### src/rtl/ps2_scan_sequencer.sv
// PS/2 frame capture, start/parity/stop check, E0/F0 prefix folding and round-robin slot write scheduling.
// Latency: results registered on the stop-bit edge (edge 10); no backpressure, every pulse lasts one ps2Clk cycle.
module ps2_scan_sequencer #(
    parameter int IGNORE_REPEAT = 1
) (
    input  logic       ps2Clk,
    input  logic       reset,
    input  logic       ps2Data,
    output logic [7:0] scancode,
    output logic       ext,
    output logic       brk,
    output logic       code_valid,
    output logic       frame_err,
    output logic [2:0] slot_we,
    output logic [7:0] slot_data,
    output logic       busy
);

    localparam logic [1:0] IDLE   = 2'd0;
    localparam logic [1:0] DATA   = 2'd1;
    localparam logic [1:0] PARITY = 2'd2;
    localparam logic [1:0] STOP   = 2'd3;

    logic [1:0] state;
    logic [2:0] bit_cnt;
    logic       par_acc;
    logic       par_ok;
    logic [7:0] sh;
    logic       ext_pend;
    logic       brk_pend;
    logic [1:0] wr_ptr;
    logic [7:0] last_make;
    logic       last_make_vld;
    logic       repeat_hit;

    assign busy       = (state != IDLE);
    assign repeat_hit = (IGNORE_REPEAT != 0) && last_make_vld && (sh == last_make);

    always_ff @(posedge ps2Clk) begin
        if (reset) begin
            state         <= IDLE;
            bit_cnt       <= 3'd0;
            par_acc       <= 1'b0;
            par_ok        <= 1'b0;
            sh            <= 8'h00;
            ext_pend      <= 1'b0;
            brk_pend      <= 1'b0;
            wr_ptr        <= 2'd0;
            last_make     <= 8'h00;
            last_make_vld <= 1'b0;
            scancode      <= 8'h00;
            ext           <= 1'b0;
            brk           <= 1'b0;
            code_valid    <= 1'b0;
            frame_err     <= 1'b0;
            slot_we       <= 3'b000;
            slot_data     <= 8'h00;
        end else begin
            code_valid <= 1'b0;
            frame_err  <= 1'b0;
            slot_we    <= 3'b000;
            case (state)
                IDLE: begin
                    if (!ps2Data) begin
                        state   <= DATA;
                        bit_cnt <= 3'd0;
                        par_acc <= 1'b0;
                    end
                end
                DATA: begin
                    sh      <= {ps2Data, sh[7:1]};
                    par_acc <= par_acc ^ ps2Data;
                    bit_cnt <= bit_cnt + 3'd1;
                    if (bit_cnt == 3'd7) begin
                        state <= PARITY;
                    end
                end
                PARITY: begin
                    par_ok <= par_acc ^ ps2Data;
                    state  <= STOP;
                end
                STOP: begin
                    state <= IDLE;
                    if (ps2Data && par_ok) begin
                        if (sh == 8'hE0) begin
                            ext_pend <= 1'b1;
                        end else if (sh == 8'hF0) begin
                            brk_pend <= 1'b1;
                        end else begin
                            scancode   <= sh;
                            ext        <= ext_pend;
                            brk        <= brk_pend;
                            code_valid <= 1'b1;
                            ext_pend   <= 1'b0;
                            brk_pend   <= 1'b0;
                            // Break codes never occupy a slot but re-arm repeat detection.
                            if (brk_pend) begin
                                last_make_vld <= 1'b0;
                            end else if (!repeat_hit) begin
                                slot_we       <= 3'b001 << wr_ptr;
                                slot_data     <= sh;
                                wr_ptr        <= (wr_ptr == 2'd2) ? 2'd0 : wr_ptr + 2'd1;
                                last_make     <= sh;
                                last_make_vld <= 1'b1;
                            end
                        end
                    end else begin
                        frame_err <= 1'b1;
                        ext_pend  <= 1'b0;
                        brk_pend  <= 1'b0;
                    end
                end
                default: state <= IDLE;
            endcase
        end
    end

endmodule

### config.mk
export PLATFORM = sky130hd
export DESIGN_NAME = ps2_scan_sequencer
export DESIGN_NICKNAME = d
export VERILOG_FILES = /design/src/rtl/ps2_scan_sequencer.sv
export SDC_FILE = /design/constraint.sdc
export NUM_CORES = 1
export LEC_CHECK = 0
export BUFFER_PORTS_ARGS = -buffer_cell sky130_fd_sc_hd__buf_2
export CAP_MARGIN = 20
export CORE_MARGIN = 2
export CORE_UTILIZATION = 35
export DETAILED_ROUTE_END_ITERATION = 16
export PLACE_DENSITY = 0.58
export SYNTH_ARGS = -nofsm -noshare
export SYNTH_HDL_FRONTEND = slang
export SYNTH_SLANG_ARGS = --single-unit
### constraint.sdc
create_clock -name ps2Clk -period 2 [get_ports ps2Clk]
set_clock_uncertainty 0.2 [all_clocks]
set_input_delay 0.4 -clock ps2Clk [delete_from_list [all_inputs] [get_ports ps2Clk]]
set_output_delay 0.4 -clock ps2Clk [all_outputs]
set_load 0.02 [all_outputs]
==> run metrics, run 1 <==
Hold WC Path Type=flip-flop to flip-flop; syn nets=approximately 210; share of cells above drive strength 1=0.2459; Worst setup SP type=flip-flop; drt via density=5.000; area of the multi-input gates=between 1000 and 1500 um2; Die Wd=78.08 um; Initial DRC Count=56; gr ovfl total=0; commonest cells in the synthesized netlist=dfxtp_1, nor2_1, mux2i_1, nand2_1, nand3_1; CTS clk-pin slew, worst paths=70 ps; Worst EP required=1400 ps; worst setup path class=flip-flop to output pin; EDFF count, synth=0; Fin. Hold Viols=0; Ports=27; reg-to-reg endpoint=last_make[1]; DRT antenna net count=0; CTS Root Cell=clkbuf_8; initial antenna violation count=0; Mean Syn Cell Area=9.461 um2; Die Area=roughly 6000 um2; Non-Filler Instances=314; Power Density=863.7 nW/um2; total number of vias=1570; WL/cell=13.62 um; library cells used by synthesis=40; drt drc=0; Clock Latency Late Sink=approximately 290 ps; die span in y=78.08 um; Seq/Total Area, Yosys=0.4482; area share of the largest cell type after synthesis=0.4482; yosys warns=0; synth top area cells=dfxtp_1, mux2i_1, nor2_1, ha_1, o221ai_1; unrepaired setup endpoints after global routing=no; Hold Buf Count CTS=0; status=complete, no violations; Async SR Flop Fraction=0; Mapped Cells=203; Slew HR=0.7041; slew at the pin with the worst max-slew slack=443.2 ps; Static Leakage=approximately 0.97 nW; Max FO, Critical Path=5; routability cong.=0.7907; most common cell in the netlist=dfxtp_1; DR pass1 iterations=4; placed cells=306; Fin Hold WS=270.8 ps; # clock sinks=43; post-detailed-routing wire length=approximately 4.3 mm; setup bufs post-CTS=0; Post-Syn Area=1921 um2; Total Neg Setup Slack=0 ps; R2R depth=4; Max Transition Viols Final=0; Worst VDD drop=438.8 uV; Post-DP Area=2243 um2; register area=860.8 um2; overall routing resource usage=0.1518; CORE AREA=5205 um2; Most used DFF post-synth=dfxtp_1; MaxCap Viol Count=0; clk buf depth=2; HPWL Detailed=3.079 mm; reg2reg setup slack=170 ps; worst hold path startpoint=bit_cnt[0]; Area growth syn-to-layout=23.06%; critical path arrival=1260 ps; TritonCTS Buffers=5; IO Port Bufs=26; Crit. End Element=output pin; global-route wire length before repair=7.403 mm; largest net degree at the start of global routing=27; CP endpoint=busy; post-synth top area cell=dfxtp_1; fmax=roughly 540 MHz; reg2reg start=last_make[7]; final-stage net count=252; fillers=between 500 and 600; fin area=between 2000 and 2500 um2; initial core utilization=0.3690; Final Cycle Share=0.9305; CTS tree=done; Period minus WS final=1861 ps; Yosys reg bits=43; htree depth=2; diode count=0; final setup fails=0; crit path launch=state[0]; vias in the first global route=around 1.5k; Rows=26
-- sequential cells by signal, summed over array words and instances (netlist names) --
signal / cells
bit_cnt: 3
brk: 1
brk_pend: 1
code_valid: 1
ext: 1
ext_pend: 1
frame_err: 1
last_make: 8
last_make_vld: 1
par_acc: 1
par_ok: 1
scancode: 8
sh: 8
slot_we: 3
state: 2
wr_ptr: 2
-- worst min path at each step --
stage,end,cells past startpoint
after floorplan,ext_pend,2
after global placement,bit_cnt[0],2
after detailed placement,ext_pend,2
after CTS,bit_cnt[0],2
after global routing,ext_pend,2
final,bit_cnt[0],2
-- per-layer routing --
metal  track usage  vias up  wire length (um)
met2        0.2440       22              1984
li1              -      816                 -
met3       0.03103        5               129
met5             0        -                 0
met4       0.04737        0                48
met1        0.2050      727              2114
-- cells by family (layout without fill, tap and decap cells) --
logic type	after synthesis	count (layout)	share of synthesized area
muxes	18	18	0.09381
adders and majority gates	6	6	0.03909
and+or+nand+nor	79	79	0.2183
buffers and inverters	17	58	0.03583
AOI/OAI and AO/OA	31	31	0.1238
xor gates and xnor gates	9	9	0.04104
DFF	43	43	0.4482
-- area by class of cell --
cell class	instances	area share
Clock buffer	7	0.04076
Tap cell	70	0.03706
Multi-Input combinational cell	143	0.4262
Timing Repair Buffer	45	0.1207
Inverter	5	0.007941
Sequential cell	43	0.3642
Clock inverter	1	0.003176
-- critical path, stage by stage (launching register included) --
cell     delay [ps]
dfxtp_1         370
inv_1            90
ha_1            250
inv_1           100
buf_2           170
-- report_power, final --
| part | switching (mW) | internal [mW] | leakage, nW |
|---|---|---|---|
| Combinational | 0.295 | 0.195 | 0.570 |
| Sequential | 0.0418 | 0.904 | 0.347 |
| Clock | 0.291 | 0.314 | 0.0505 |
| Total | 0.629 | 1.41 | 0.967 |
-- timing repair --
action,CTS,global route
endpoints found under the hold margin,0,0
gates resized for setup,0,3
endpoints found under the setup margin,0,17
-- per-stage QoR --
stage	setup slack (ps)	power (mW)	utilization
floorplan	101.3	1.321	-
global placement	104.3	1.442	0.4310
detailed placement	72.07	1.449	0.4310
CTS	58.85	2.059	0.4510
global route	43.53	2.180	0.4541
finish	139.0	2.041	0.4541
-- placed cells by master, fill, tap and decap left out, types with 6 or more instances in the layout --
| cell | count |
|---|---|
| nand2_1 | 13 |
| ha_1 | 6 |
| xnor2_1 | 6 |
| nor2_1 | 25 |
| a21oi_1 | 7 |
| o221ai_1 | 8 |
| or4_1 | 8 |
| clkbuf_8 | 7 |
| dfxtp_1 | 43 |
| nand3_1 | 10 |
| buf_4 | 18 |
| buf_2 | 26 |
| mux2i_1 | 18 |
No activity file was read; power rests on OpenSTA's default activity.
==> inputs of run 2 (changes only) <==
Settings changed: MAX_ROUTING_LAYER from default to met4, PLACE_DENSITY 0.58 to 0.64.
==> run 2 against run 1 <==
Net effect:
- die area did not move
- register-to-register slack worse by 40 ps
- clock-buffer cell count fell by 1
- routed wire length shrank 3.7%
- worst setup slack worse by 13 ps
- critical path type is now flip-flop to flip-flop
- first-iteration DRC count increased by 1.8%
- final cell count is 0.64% lower
- critical endpoint is now last_make[3]
- sequential power decreased by 0.6%
- combinational power is 4.9% higher
==> run metrics, run 2 (synthesis results as in run 1) <==
Power Density=833.3 nW/um2 (-3.5%); unrepaired setup endpoints after global routing=no; overall routing resource usage=0.1538 (+0.002021); die span in y=78.08 um (unchanged); CTS Root Cell=clkbuf_8; CTS tree=done; share of cells above drive strength 1=0.2314 (-0.01450); slew at the pin with the worst max-slew slack=515.0 ps (+71.88 ps); met2 WL=1.928 mm (-2.8%); Crit. End Element=flip-flop; drt via density=5.224 (+4.5%); Worst EP required=2020 ps (+620 ps); DP Worst Slack=24.46 ps (-47.60 ps); diode count=0 (unchanged); CP Buf/Inv Count=0 (-3); Worst setup SP type=flip-flop; WL met3=219 um (+70%); Clock Latency Late Sink=290 ps (about the same); Die Wd=78.08 um (unchanged); Worst path max stage delay=490 ps (+120 ps); Ports=27 (unchanged); Worst VDD drop=485.7 uV (+11%); Max FO, Critical Path=10 (+5); CORE AREA=5205 um2 (unchanged); worst setup path class=flip-flop to flip-flop; DR pass1 iterations=4 (unchanged); fmax=533.7 MHz (-0.67%); commonest non-fill, non-tap cell in the layout=dfxtp_1; max layer used=met4; gr ovfl total=0 (unchanged); clk buf depth=2 (unchanged); Slew HR=0.6559 (-0.04821); Hold WC Path Type=flip-flop to flip-flop; placed cells=306 (unchanged); Die Area=6096 um2 (unchanged); # clock sinks=43 (unchanged); setup bufs post-CTS=0 (unchanged); vias in the first global route=1525 (-1.4%); Post-DP Area=2243 um2 (unchanged); post-route setup slack=126.4 ps (-12.61 ps); Fin. Hold Viols=0 (unchanged); Period minus WS final=1874 ps (+12.61 ps); drt drc=0 (unchanged); Area growth syn-to-layout=22.08%; global-route wire length before repair=7.272 mm (-1.8%); TritonCTS Buffers=5 (unchanged); fin area=2345 um2 (-0.79%); status=complete, no violations; initial core utilization=0.3690 (unchanged); CTS clk-pin slew, worst paths=80 ps (about the same); Final Cycle Share=0.9368 (+0.006304); Total Neg Setup Slack=0 ps (unchanged); final setup fails=0 (unchanged); MaxCap Viol Count=0 (unchanged); CP max stage cell=or4_1; largest net degree at the start of global routing=27 (unchanged); initial antenna violation count=0 (unchanged); Hold Buf Count CTS=0 (unchanged); Max Transition Viols Final=0 (unchanged); crit-path cells=xor2_1 > or3_4 > or4_1 > o221ai_1; total number of vias=1630 (+3.8%); top flop regs=last_make x8, scancode x8, sh x8; most frequent cells in the layout=dfxtp_1, buf_2, nor2_1; Rows=26 (unchanged); Tot Pwr=1.954 mW (-4.3%); Initial DRC Count=57 (+1.8%); final-stage net count=252 (unchanged); Fin Hold WS=275.6 ps (+4.761 ps); HPWL Detailed=2.977 mm (-3.3%); DRT antenna net count=0 (unchanged); family with the most delay on the worst path=simple AND/OR/NAND/NOR gates; WL/cell=13.20 um (-3.1%); routability cong.=0.8077 (+2.1%); htree depth=2 (unchanged); post-detailed-routing wire length=4.118 mm (-3.7%); Post-Route Utilization=0.4505 (-0.003606); Static Leakage=0.9555 nW (-1.2%); M1 WL=1.934 mm (-8.5%); critical path arrival=1890 ps (+630 ps); IO Port Bufs=26 (unchanged); Non-Filler Instances=312 (-0.64%)
run 2: worst reg2reg max path, stage by stage, from the launching register on:
cell and delay (ps):
dfxtp_1 440, xor2_1 150, or3_4 450, or4_1 490
o221ai_1 80
run 2: final cells by class:
class | instances | area, um2
Fill cell | 539 | 2860
Multi-Input combinational cell | 143 | 1020
Sequential cell | 43 | 860.8
Timing Repair Buffer | 45 | 285.3
Tap cell | 70 | 87.58
Clock buffer | 6 | 72.57
Inverter | 5 | 18.77
run 2: what timing repair did:
action | 4_1_cts | 5_1_grt
endpoints found under the hold margin | 0 | 0
gates resized for setup | 0 | 4
setup endpoints to repair | 0 | 25
run 2: metal layers:
metal,vias to the layer above,track usage
li1,811,-
met4,0,0.03684
met1,771,0.1984
met2,44,0.2397
met3,4,0.04483
met5,-,-
run 2: path summary, 6_finish.rpt:
path | startpoint | endpoint | slack (ps) | cells past startpoint
setup / recovery | sh[6] | last_make[3] | 130 | 4
hold / removal | bit_cnt[0] | bit_cnt[0] | 280 | 2
setup reg to reg | sh[6] | last_make[3] | 130 | 4
hold reg to reg | bit_cnt[0] | bit_cnt[0] | 280 | 2
run 2: power by group:
group | internal (mW) | switching, mW | leakage (nW)
Sequential | 0.904 | 0.0356 | 0.347
Combinational | 0.210 | 0.304 | 0.571
Clock | 0.233 | 0.267 | 0.0371
Total | 1.35 | 0.607 | 0.955
